<file path="src/rtl/pwl_pkg.sv">
`default_nettype none
// ============================================================================
// pwl_pkg : shared FSM states, fixed-point unit and saturation bounds for the
//           piecewise-linear jerk-system core.
// Revision: 1.0
// ============================================================================
package pwl_pkg;

    typedef logic [0:0] pwl_state_t;

    localparam logic [0:0] ST_IDLE = 1'b0;
    localparam logic [0:0] ST_RUN  = 1'b1;

    // 1.0 in a format with 'frac' fractional bits
    function automatic longint one_fx(input int frac);
        return longint'(1) <<< frac;
    endfunction

    function automatic longint sat_max(input int w);
        return (longint'(1) <<< (w - 1)) - 1;
    endfunction

    function automatic longint sat_min(input int w);
        return -(longint'(1) <<< (w - 1));
    endfunction

endpackage
`default_nettype wire

</file>
<file path="src/rtl/pwl_sat_add.sv">
`default_nettype none
// ============================================================================
// pwl_sat_add : signed a + b, saturated to the signed W-bit range.
//               Operand b may carry EXT extra headroom bits.
// Revision: 1.0
// ============================================================================
module pwl_sat_add
    import pwl_pkg::*;
#(
    parameter int W   = 22,
    parameter int EXT = 0
) (
    input  logic signed [W-1:0]     i_a,
    input  logic signed [W+EXT-1:0] i_b,
    output logic signed [W-1:0]     o_sum
);

    localparam int SW = W + EXT + 1;
    localparam logic signed [SW-1:0] c_max = SW'(sat_max(W));
    localparam logic signed [SW-1:0] c_min = SW'(sat_min(W));

    logic signed [SW-1:0] w_sum;

    always_comb begin
        w_sum = SW'(i_a) + SW'(i_b);
        if (w_sum > c_max) begin
            o_sum = c_max[W-1:0];
        end else if (w_sum < c_min) begin
            o_sum = c_min[W-1:0];
        end else begin
            o_sum = w_sum[W-1:0];
        end
    end

endmodule
`default_nettype wire

</file>
<file path="src/rtl/pwl_chaos_core.sv">
`default_nettype none
// ============================================================================
// pwl_chaos_core : Euler integrator of the jerk system x'=y, y'=z,
//                  z'=sgn(x)-x-y-a*z with decimated, back-pressured output.
// Revision: 1.0
// ============================================================================
module pwl_chaos_core
    import pwl_pkg::*;
#(
    parameter int WIDTH   = 22,
    parameter int FRAC    = 18,
    parameter int H_SHIFT = 6,
    parameter int A_SHIFT = 1,
    parameter int DECIM   = 1
) (
    input  logic                    clk,
    input  logic                    reset,
    input  logic                    load_enable,
    input  logic                    i_run,
    input  logic signed [WIDTH-1:0] i_x0,
    input  logic signed [WIDTH-1:0] i_y0,
    input  logic signed [WIDTH-1:0] i_z0,
    output logic                    o_valid,
    input  logic                    o_ready,
    output logic signed [WIDTH-1:0] o_x,
    output logic signed [WIDTH-1:0] o_y,
    output logic signed [WIDTH-1:0] o_z
);

    localparam int CW = (DECIM > 1) ? $clog2(DECIM) : 1;
    localparam int DW = WIDTH + 2;
    localparam logic [CW-1:0]           c_cnt_last = CW'(DECIM - 1);
    localparam logic signed [DW-1:0]    c_one      = DW'(one_fx(FRAC));
    localparam logic signed [WIDTH-1:0] c_half     = WIDTH'(one_fx(FRAC - 1));

    pwl_state_t              state_q, state_d;
    logic [CW-1:0]           cnt_q, cnt_d;
    logic signed [WIDTH-1:0] x_q, x_d, y_q, y_d, z_q, z_d;
    logic signed [WIDTH-1:0] out_x_q, out_x_d, out_y_q, out_y_d, out_z_q, out_z_d;
    logic                    valid_q, valid_d;

    logic signed [WIDTH-1:0] w_y_inc, w_z_inc;
    logic signed [DW-1:0]    w_dz, w_dz_inc;
    logic signed [WIDTH-1:0] w_x_next, w_y_next, w_z_next;
    logic                    w_stall, w_step, w_wrap;

    // dz needs two guard bits: sgn(x) - x - y - a*z can reach ~3x full scale
    assign w_y_inc  = y_q >>> H_SHIFT;
    assign w_z_inc  = z_q >>> H_SHIFT;
    assign w_dz     = (x_q[WIDTH-1] ? -c_one : c_one) - DW'(x_q) - DW'(y_q)
                      - DW'(z_q >>> A_SHIFT);
    assign w_dz_inc = w_dz >>> H_SHIFT;

    pwl_sat_add #(.W(WIDTH), .EXT(0)) u_add_x (.i_a(x_q), .i_b(w_y_inc),  .o_sum(w_x_next));
    pwl_sat_add #(.W(WIDTH), .EXT(0)) u_add_y (.i_a(y_q), .i_b(w_z_inc),  .o_sum(w_y_next));
    pwl_sat_add #(.W(WIDTH), .EXT(2)) u_add_z (.i_a(z_q), .i_b(w_dz_inc), .o_sum(w_z_next));

    assign w_stall = valid_q && !o_ready;
    assign w_step  = (state_q == ST_RUN) && i_run && !w_stall;
    assign w_wrap  = (cnt_q == c_cnt_last);

    always_comb begin
        state_d = state_q;
        cnt_d   = cnt_q;
        x_d     = x_q;
        y_d     = y_q;
        z_d     = z_q;
        out_x_d = out_x_q;
        out_y_d = out_y_q;
        out_z_d = out_z_q;
        valid_d = valid_q;
        if (load_enable) begin
            x_d     = i_x0;
            y_d     = i_y0;
            z_d     = i_z0;
            cnt_d   = '0;
            valid_d = 1'b0;
            state_d = ST_IDLE;
        end else begin
            if (state_q == ST_IDLE) begin
                if (i_run) state_d = ST_RUN;
            end else begin
                if (!i_run) state_d = ST_IDLE;
            end
            if (valid_q && o_ready) valid_d = 1'b0;
            if (w_step) begin
                x_d   = w_x_next;
                y_d   = w_y_next;
                z_d   = w_z_next;
                cnt_d = w_wrap ? '0 : cnt_q + CW'(1);
                if (w_wrap) begin
                    out_x_d = w_x_next;
                    out_y_d = w_y_next;
                    out_z_d = w_z_next;
                    valid_d = 1'b1;
                end
            end
        end
    end

    always_ff @(posedge clk or posedge reset) begin
        if (reset) begin
            state_q <= ST_IDLE;
            cnt_q   <= '0;
            x_q     <= c_half;
            y_q     <= '0;
            z_q     <= '0;
            out_x_q <= '0;
            out_y_q <= '0;
            out_z_q <= '0;
            valid_q <= 1'b0;
        end else begin
            state_q <= state_d;
            cnt_q   <= cnt_d;
            x_q     <= x_d;
            y_q     <= y_d;
            z_q     <= z_d;
            out_x_q <= out_x_d;
            out_y_q <= out_y_d;
            out_z_q <= out_z_d;
            valid_q <= valid_d;
        end
    end

    assign o_valid = valid_q;
    assign o_x     = out_x_q;
    assign o_y     = out_y_q;
    assign o_z     = out_z_q;

endmodule
`default_nettype wire

</file>
<file path="config.mk">
export PLATFORM = sky130hd
export DESIGN_NAME = pwl_chaos_core
export DESIGN_NICKNAME = d
export VERILOG_FILES = /design/src/rtl/pwl_pkg.sv /design/src/rtl/pwl_sat_add.sv /design/src/rtl/pwl_chaos_core.sv
export SDC_FILE = /design/constraint.sdc
export NUM_CORES = 1
export LEC_CHECK = 0
export ABC_AREA = 1
export BUFFER_PORTS_ARGS = -buffer_cell sky130_fd_sc_hd__buf_2
export CAP_MARGIN = 40
export CORE_MARGIN = 3
export CORE_UTILIZATION = 50
export CTS_CLUSTER_DIAMETER = 150
export DETAILED_ROUTE_END_ITERATION = 7
export GPL_TIMING_DRIVEN = 0
export PLACE_DENSITY = 0.72
export SKIP_LAST_GASP = 1
export SLEW_MARGIN = 0
export SYNTH_ARGS = -nofsm -noshare
export SYNTH_HDL_FRONTEND = slang
export SYNTH_SLANG_ARGS = --single-unit
</file>
<file path="constraint.sdc">
create_clock -name clk -period 4.2 [get_ports clk]
set_input_delay 0.84 -clock clk [delete_from_list [all_inputs] [get_ports clk]]
set_output_delay 0.84 -clock clk [all_outputs]
set_load 0.05 [all_outputs]
</file>
==> run summary <==
clock slew at reported path FFs - 80 ps
Final Setup Violations - 43
worst-skew pair later-pin latency - 440 ps
htree depth - 4
Worst R2R Start - z_q[21]
Area Overhead vs Synth - 29.6%
TritonRoute pass-1 iters - 6
Top FF cell, synth - dfrtp_1
final WL - 48.9 mm
Final HPWL DP - 37.2 mm
nets - 2,245
chip width - 165 um
DRC violations left - 0
core area - 24,600 sq um
IO Count - 138
Syn Area/Cell - 7.04 sq um
most used cell, CP - buf_6
Slew Viols, Final - 0
cell area after synthesis - 12,600 sq um
layout cells sized above 1 - 30.2%
cell area after layout - 16,400 sq um
placed cell area - 13,800 sq um
worst reg-to-reg setup slack - -270 ps
WS Path Type - flop to flop
TNS Setup - -10,070 ps
number of diodes - 0
Synth Warn # - 0
DP Cell Count - 2,260
WL/cell - 20.6 um
Worst path top cell family by delay - adder cells
Initial DRC Count - 1,313
largest stage delay on the critical path - 590 ps
Num Clock Sinks - 134
pin count of the biggest net entering global routing - 33
final worst-path cycle share - 106%
die span in y - 165 um
failing checks - setup timing
Max Clock Skew - 18.8 ps
CP startpoint kind - flop
input/output buffers - 136
vias per cell - 5.59
Tmin final - 4470 ps
Highest Clock Rate - 224 MHz
final cell count without fillers - 2,374
Worst Hold Slack - 466 ps
clock buffer depth - 2
min-delay worst type - input pin to async pin
Tightest Pin Transition - 898 ps
TritonCTS Buffers - 17
DR vias - 13,300
Hold Vio Cnt, Final - 0
Die ar. - 27,200 sq um
reg2reg end - z_q[10]
TritonCTS clock tree - built
status - finished with violations
Syn Inst Count - 1,795
Worst setup EP type - flop
number of flops mapped to enable cells by yosys - 0
Std-Cell Rows - 57
vias in the first global route - 12,500
antenna violations before repair - 1
Rel. slew slack - 40.1%
Initial Utilization - 51.4%
RSZ-0062 raised after global routing - true
worst setup slack after layout - -268 ps
Syn Nets - 2,003
cell depth of the worst flop-to-flop path - 24
MaxCap Viol Count - 0
worst-path cell chain - buf_6 -> fa_1 -> buf_4 -> fa_2 -> ha_4 -> nand3_2 -> nor2_1 -> nor2_1 -> nand3_2 -> xor2_4 -> buf_6 -> ha_4 -> nand2_4 -> nor2_4 -> nand2_2 -> nor2_2 -> nand2_2 -> nand3_2 -> nand2_1 -> nand2_2 -> buf_6 -> nand3_4 -> buf_6 -> nand3_1
CP max FO - 8
Slowest-stage cell, CP - fa_2
async set-or-reset flop fraction in the synthesized netlist - 100%
WP buf/inv - 5
Yosys cell types - 46
sequential area share after synthesis - 26.5%
post-route ant nets - 0
RePlAce Congestion - 0.984
WP data arrival - 4840 ps
Yosys reg bits - 134
grt ovf - 0
root buffer cell - clkbuf_16
first-pass GRT wire length - 71.5 mm
GRT Overall Usage - 35.1%
Worst EP required - 4570 ps
-- stage by stage --
step	utilization [%]	setup WS, ps
2_1_floorplan	-	27.8
3_3_place_gp	55.9	-829
3_5_place_dp	56.2	-815
4_1_cts	63.5	-154
5_1_grt	66.6	-453
6_report	66.6	-268
-- worst max path at each step --
stage / start / end / slack, ps / depth (start not counted)
global route: x_q[13] / o_z[18] / -450 / 27
global placement: y_q[6] / o_z[11] / -830 / 25
CTS: y_q[19] / o_z[12] / -150 / 27
detailed placement: y_q[6] / o_z[11] / -810 / 25
finish: z_q[21] / z_q[10] / -270 / 24
floorplan: x_q[21] / o_z[4] / 30 / 26
-- cells in the mapped netlist, types with 19 or more instances --
master    instances  share of area, %
clkbuf_1         19              0.56
xor2_1           40               2.8
nand3b_1         21               1.2
nor2_1          105               3.1
inv_1           275               8.2
a21oi_1          68               2.7
ha_1            108                11
nand4_1          23               1.1
o21ai_0          74               2.9
nand3_1         159               6.3
o21bai_1         20               1.2
nand3_2          44               3.5
nand2_1         550                16
fa_1             29               4.6
dfrtp_1         133                26
-- metal layers --
layer / share of wire [%] / track usage [%] / up-vias
met5: 0.027 / 0 / -
met4: 4.4 / 14.5 / 2
met3: 8.0 / 6.04 / 123
met2: 46 / 55.9 / 616
met1: 42 / 47.3 / 6297
li1: - / - / 6234
-- timing repair --
item,in CTS,in global routing
cloned,4,0
setup endpoints to repair,44,44
buffers inserted,46,32
resized for setup,203,116
pin swaps,51,50
hold buffers,0,0
-- registers in the layout (all words and copies together) (netlist names) --
| register | count |
|---|---|
| o_z | 22 |
| z_q | 22 |
| o_y | 22 |
| o_x | 22 |
| o_valid | 1 |
| state_q | 1 |
| x_q | 22 |
| y_q | 22 |
-- cells by family (layout without fill, tap and decap cells) --
kind of cell             count (synthesis)  after routing  synth area share [%]
AND/OR/NAND/NOR                        965            965                  35.8
buffers and inverters                  322            577                  10.5
AO/OA/AOI/OAI                          186            186                  8.28
adder cells (fa/ha/maj)                137            137                  15.3
flip-flops                             134            134                  26.5
XOR/XNOR                                51             51                  3.53
-- cell usage in the layout, fill, tap and decap left out, types with 4 or more instances in the layout --
| master | netlist | routed |
|---|---|---|
| nand2_1 | 550 | 513 |
| inv_1 | 275 | 222 |
| buf_2 | 4 | 140 |
| nand3_1 | 159 | 125 |
| dfrtp_1 | 133 | 111 |
| nor2_1 | 105 | 91 |
| buf_4 | 4 | 74 |
| nand3_2 | 44 | 70 |
| ha_1 | 108 | 69 |
| o21ai_0 | 74 | 68 |
| inv_2 | 5 | 54 |
| nand2_2 | 14 | 45 |
| a21oi_1 | 68 | 45 |
| ha_4 | 0 | 38 |
| xor2_1 | 40 | 29 |
| fa_1 | 29 | 26 |
| nand4_1 | 23 | 23 |
| a21oi_2 | 1 | 23 |
| buf_6 | 10 | 22 |
| dfrtp_2 | 0 | 22 |
| nand3b_1 | 21 | 21 |
| o21bai_1 | 20 | 19 |
| clkbuf_1 | 19 | 19 |
| nand3_4 | 10 | 18 |
| clkbuf_16 | 0 | 17 |
| nor2_2 | 8 | 15 |
| nor2_4 | 3 | 10 |
| xnor2_1 | 11 | 10 |
| xor2_2 | 0 | 8 |
| nor3_1 | 11 | 7 |
| nand2_4 | 2 | 7 |
| a22o_1 | 7 | 7 |
| inv_8 | 0 | 6 |
| a21o_1 | 5 | 5 |
| and2_1 | 5 | 5 |
| buf_12 | 1 | 5 |
| o211ai_1 | 4 | 4 |
| o21ai_2 | 0 | 4 |
| clkinv_8 | 0 | 4 |
-- layout make-up --
type	count	area [sq um]
multi-input cells	1339	9200
clock buffers	17	425
fillers	2160	8220
clock inverters	15	183
plain buffers	42	280
well taps	324	405
repair buffers	223	1450
inverters	280	1060
flip-flops and latches	134	3380
Power is left out: the tool's default activity adds up to more than one toggle a clock period on the data nets, which glitch-free logic cannot reach.
